File: config.mk
export PLATFORM = sky130hd
export DESIGN_NAME = de4_qsys_led_pio
export DESIGN_NICKNAME = d
export VERILOG_FILES = /design/src/rtl/de4_qsys_pio_pkg.sv /design/src/rtl/de4_qsys_blink_timer.sv /design/src/rtl/de4_qsys_led_pio.sv
export SDC_FILE = /design/constraint.sdc
export NUM_CORES = 1
export LEC_CHECK = 0
export CAP_MARGIN = 0
export CELL_PAD_IN_SITES_DETAIL_PLACEMENT = 1
export CELL_PAD_IN_SITES_GLOBAL_PLACEMENT = 2
export CORE_ASPECT_RATIO = 1.5
export CORE_UTILIZATION = 39
export CTS_BUF_LIST = sky130_fd_sc_hd__clkbuf_4 sky130_fd_sc_hd__clkbuf_8
export DETAILED_ROUTE_END_ITERATION = 10
export GPL_TIMING_DRIVEN = 0
export PLACE_DENSITY = 0.94
export SLEW_MARGIN = 25
export SYNTH_ARGS = -nofsm -noshare
export SYNTH_HDL_FRONTEND = slang
export SYNTH_HIERARCHICAL = 1
export SYNTH_SLANG_ARGS = --single-unit
File: constraint.sdc
create_clock -name clk -period 4.4 [get_ports clk]
set_input_delay 0.66 -clock clk [delete_from_list [all_inputs] [get_ports clk]]
set_output_delay 0.66 -clock clk [all_outputs]
set_load 0.005 [all_outputs]
File: src/rtl/de4_qsys_pio_pkg.sv
// de4_qsys_pio_pkg
//   Register address map shared by the PIO slaves on the DE4 Qsys bus.
//   Ports: none (package).
package de4_qsys_pio_pkg;

  localparam int ADDR_W = 3;

  localparam logic [ADDR_W-1:0] ADDR_DATA     = 3'd0;
  localparam logic [ADDR_W-1:0] ADDR_BLINK_EN = 3'd1;
  localparam logic [ADDR_W-1:0] ADDR_PERIOD   = 3'd2;
  localparam logic [ADDR_W-1:0] ADDR_STATUS   = 3'd3;
  localparam logic [ADDR_W-1:0] ADDR_OUTSET   = 3'd4;
  localparam logic [ADDR_W-1:0] ADDR_OUTCLEAR = 3'd5;

endpackage

File: src/rtl/de4_qsys_blink_timer.sv
// de4_qsys_blink_timer
//   Blink prescaler. Counts 0..period and toggles phase on each wrap, so one
//   half-period lasts period+1 cycles. period == 0 parks the timer with
//   phase = 1 (LEDs lit). load restarts the timer at phase 1.
//   Ports:
//     clk     system clock
//     reset   asynchronous active-high reset
//     period  current half-period minus one (0 = blink off)
//     load    period register is being written this cycle
//     phase   registered blink phase (1 = on, 0 = masked off)
module de4_qsys_blink_timer #(
  parameter int DIV_W = 24
) (
  input  logic             clk,
  input  logic             reset,
  input  logic [DIV_W-1:0] period,
  input  logic             load,
  output logic             phase
);

  logic [DIV_W-1:0] counter;

  always_ff @(posedge clk or posedge reset) begin
    if (reset) begin
      counter <= '0;
      phase   <= 1'b1;
    end else if (load) begin
      // a period write wins over a wrap in the same cycle
      counter <= '0;
      phase   <= 1'b1;
    end else if (period == '0) begin
      counter <= '0;
      phase   <= 1'b1;
    end else if (counter == period) begin
      counter <= '0;
      phase   <= ~phase;
    end else begin
      counter <= counter + 1'b1;
    end
  end

endmodule

File: src/rtl/de4_qsys_led_pio.sv
// de4_qsys_led_pio
//   Avalon-MM output PIO for the LED bank: data register with atomic
//   set/clear, per-bit hardware blink mask and blink period, registered
//   read data (latency 1) and registered LED drive.
//   Ports:
//     clk         system clock
//     reset       asynchronous active-high reset
//     address     register select (see de4_qsys_pio_pkg)
//     chipselect  slave select
//     write_n     active-low write strobe, qualified by chipselect
//     writedata   write data, upper unused bits ignored
//     readdata    registered read data, unused upper bits zero
//     out_port    registered LED drive
module de4_qsys_led_pio
  import de4_qsys_pio_pkg::*;
#(
  parameter int               WIDTH       = 8,
  parameter logic [WIDTH-1:0] RESET_VALUE = '0,
  parameter int               DIV_W       = 24
) (
  input  logic              clk,
  input  logic              reset,
  input  logic [ADDR_W-1:0] address,
  input  logic              chipselect,
  input  logic              write_n,
  input  logic [31:0]       writedata,
  output logic [31:0]       readdata,
  output logic [WIDTH-1:0]  out_port
);

  logic [WIDTH-1:0] data;
  logic [WIDTH-1:0] blink_en;
  logic [DIV_W-1:0] period;
  logic             phase;
  logic             wr_en;
  logic             period_load;
  logic [31:0]      rd_next;
  logic             unused_wd;

  assign wr_en       = chipselect && !write_n;
  assign period_load = wr_en && (address == ADDR_PERIOD);
  assign unused_wd   = ^writedata;

  always_ff @(posedge clk or posedge reset) begin
    if (reset) begin
      data     <= RESET_VALUE;
      blink_en <= '0;
      period   <= '0;
    end else if (wr_en) begin
      case (address)
        ADDR_DATA:     data     <= writedata[WIDTH-1:0];
        ADDR_BLINK_EN: blink_en <= writedata[WIDTH-1:0];
        ADDR_PERIOD:   period   <= writedata[DIV_W-1:0];
        ADDR_OUTSET:   data     <= data | writedata[WIDTH-1:0];
        ADDR_OUTCLEAR: data     <= data & ~writedata[WIDTH-1:0];
        default: ;
      endcase
    end
  end

  de4_qsys_blink_timer #(
    .DIV_W (DIV_W)
  ) u_blink_timer (
    .clk    (clk),
    .reset  (reset),
    .period (period),
    .load   (period_load),
    .phase  (phase)
  );

  // Read mux sees the pre-write register values, so a read concurrent with
  // a write to the same register returns the old contents.
  always_comb begin
    rd_next = '0;
    case (address)
      ADDR_DATA:     rd_next[WIDTH-1:0] = data;
      ADDR_BLINK_EN: rd_next[WIDTH-1:0] = blink_en;
      ADDR_PERIOD:   rd_next[DIV_W-1:0] = period;
      ADDR_STATUS:   rd_next[0]         = phase;
      default: ;
    endcase
  end

  always_ff @(posedge clk or posedge reset) begin
    if (reset) begin
      readdata <= '0;
      out_port <= RESET_VALUE;
    end else begin
      readdata <= rd_next;
      // blink-enabled bits are dark while phase is 0
      out_port <= data & ~(blink_en & {WIDTH{~phase}});
    end
  end

endmodule

==> run_results.csv <==
group,metric,value,unit
power,power_leakage,2.68,nW
sta,setup_viol,0,
worst_setup_path,critPathKind,"in2reg",
floorplan,die_width,90.4,um
sta,fmax,436,MHz
clock_network,clockBufferDepth,2,
routing,postRouteAntennaNets,0,
synth,synth.largest_area_cell,"dfrtp_1",
synth,synth-seq-area-share,53.1,%
routing,route.vias.total,3131,
clock_network,cts_root_buf,"clkbuf_8",
worst_setup_path,crit_slowest_cell,"clkdlybuf4s50_1",
routing,routedWlPerCell,19.2,um
clock_network,clk_pin_slew,0.09,ns
global_routing,grt_pass1_wl,19.0,mm
min_path,hp-class,"reg2reg",
synth,synth_commonest_cells,"dfrtp_1, xor2_1, nor2_1",
worst_setup_path,worst-path-max-fanout,10,
sta,period_share,52.2,%
placed_design,globalplace.congestion,0.782,
floorplan,core,11500,um2
cells_and_area,area_delta_synth_final,23.3,%
worst_setup_path,required,4.65,ns
global_routing,grt_max_degree,50,
synth,yosysMostFrequentCell,"dfrtp_1",
cells_and_area,nets,494,
floorplan,die_y,135,um
clock_network,insertion_delay,0.37,ns
routing,drcViolationCount,0,
synth,ys.flop_type,"dfrtp_1",
synth,yosysTopAreaCellShare,52.6,%
sta,whs,0.494,ns
worst_setup_path,critPathLaunch,"write_n",
sta,fin_tns_setup,0,ns
clock_network,cts_setup_buffers,0,
worst_setup_path,r2r-start,"period[12]",
worst_setup_path,startpoint_type,"input pin",
worst_setup_path,path_buf_inv,4,
clock_network,cts-htree-levels,3,
power,power.density,428,nW/um2
routing,vias_per_cell,5.15,
global_routing,overflow,0,
sta,period_needed,2.30,ns
placed_design,io_buffers,62,
cells_and_area,fill_cells,1195,
cells_and_area,layout-drive-gt1-share,18.6,%
synth,syn_area,4570,um2
synth,synth-seq-cells,97,
floorplan,num_rows,48,
synth,synthTopCellsByArea,"dfrtp_1, xor2_1, mux2_4",
routing,dr.pass1.iters,4,
synth,ys.warnings.count,6,
floorplan,die-area,12200,um2
synth,synth_edf_count,0,
worst_setup_path,path_cells,"clkdlybuf4s50_1 > nor3b_2 > nand3b_4 > buf_6 > inv_1 > o21bai_1 > o21bai_4 > buf_4 > nor2_1",
synth,synth_cell_types,45,
worst_setup_path,worst_path_largest_cell_delay,0.49,ns
sta,hold_viol,0,
power,peakVddDrop,0.000134,V
floorplan,start_util,39.8,%
clock_network,cts_buffers,9,
worst_setup_path,crit_arrival,2.55,ns
placed_design,hpwlAfterDp,8.69,mm
sta,slew_headroom,57.3,%
routing,postRouteWirelength,11.7,mm
sta,drv_slew,0,
sta,worstMarginPinSlew,0.638,ns
sta,skew,0.0155,ns
clock_network,ctsHoldBuffers,0,
global_routing,grt_pass1_vias,3592,
sta,rsz0062_at_grt,"false",
synth,synthCells,373,
min_path,hp-start,"blink_en[5]",
worst_setup_path,cp_top_family,"buffers and inverters",
worst_setup_path,endpoint_kind,"flip-flop",
global_routing,antenna_found_initial,0,
floorplan,pin_count,79,
clock_network,cts_tree,"done",
global_routing,grtUsageTotal,20.4,%
clock_network,clkSinkCount,97,
routing,first_iter_violations,80,
cells_and_area,insertedDiodeCount,0,
status,outcome,"completed",
synth,avgSynthCellArea,12.3,um2
flow_run,maxCapViolCount,0,
synth,async_reset_ff_share,100,%
clock_network,post_cts_resize_count,0,
final timing paths:
| kind | slack, ns | depth (start not counted) | endpoint |
|---|---|---|---|
| max in group asynchronous | 3.20 | 3 | period[19] |
| min in group asynchronous | 0.66 | 2 | blink_en[4] |
| setup reg to reg | 2.55 | 6 | u_blink_timer/counter[7] |
| setup / recovery | 2.10 | 9 | u_blink_timer/counter[7] |
| hold / removal | 0.49 | 1 | out_port[5] |
| hold reg to reg | 0.49 | 1 | out_port[5] |
routing by layer:
metal  track usage, %  vias up  share of wire, %
li1                 -     1425                 -
met1             21.2     1613                37
met2             39.7       69                58
met3             2.65       24               2.2
met4             10.2        0               3.3
met5                0        -                 0
cells by family after synthesis:
logic type | share of synthesized area (%)
mux | 11.5
flops | 53.1
fa+ha+maj | 0.274
buf+inv | 3.48
simple gates | 17.3
other cells | 0.0821
xor+xnor | 8.82
compound gates | 5.45
state kept, by name (all words and copies together) (netlist names):
| name | cells |
|---|---|
| u_blink_timer/phase | 1 |
| u_blink_timer/counter | 24 |
| blink_en | 8 |
| data | 8 |
| out_port | 8 |
| period | 24 |
| readdata | 24 |
area by class of cell:
type / count / area [um2] / area share (%)
Sequential cell: 97 / 2430 / 43.1
Clock buffer: 11 / 145 / 2.58
Timing Repair Buffer: 63 / 648 / 11.5
Clock inverter: 4 / 53.8 / 0.955
Tap cell: 150 / 188 / 3.33
Inverter: 5 / 21.3 / 0.378
Buffer: 20 / 140 / 2.49
Multi-Input combinational cell: 258 / 2010 / 35.7
layout by cell type, fill, tap and decap left out, types with 7 or more instances in the layout:
cell | netlist | routed
dfrtp_1 | 96 | 96
clkbuf_8 | 0 | 10
mux2_2 | 13 | 13
conb_1 | 1 | 8
nor4_1 | 8 | 8
mux2i_1 | 7 | 7
nor2b_1 | 12 | 12
nand3_1 | 11 | 11
clkdlybuf4s50_1 | 0 | 62
nor2_1 | 35 | 35
nand2_1 | 16 | 16
xor2_1 | 40 | 40
o21ai_0 | 8 | 8
mux2_4 | 19 | 19
a22oi_1 | 8 | 8
buf_4 | 10 | 10
a21boi_0 | 8 | 8
and2_1 | 16 | 16
per-stage QoR:
step / cells / worst slack [ns] / power, mW / util (%) / instance area [um2]
after global routing: 608 / 1.95 / 2.52 / 49.1 / 5630
after global placement: 592 / 0.816 / 1.79 / 47.1 / 5400
after floorplan: 380 / 1.92 / 1.57 / - / 4600
final: 608 / 2.10 / 2.41 / 49.1 / 5630
after CTS: 608 / 2.10 / 2.43 / 49.1 / 5630
after detailed placement: 593 / 1.73 / 1.84 / 47.4 / 5430
report_power, final:
part	switching, mW	internal (mW)	leakage (nW)
logic	0.258	0.325	1.34
clock network	0.304	0.283	0.0950
registers	0.181	1.06	1.25
Note: power is estimated with default switching activity, not from simulation.
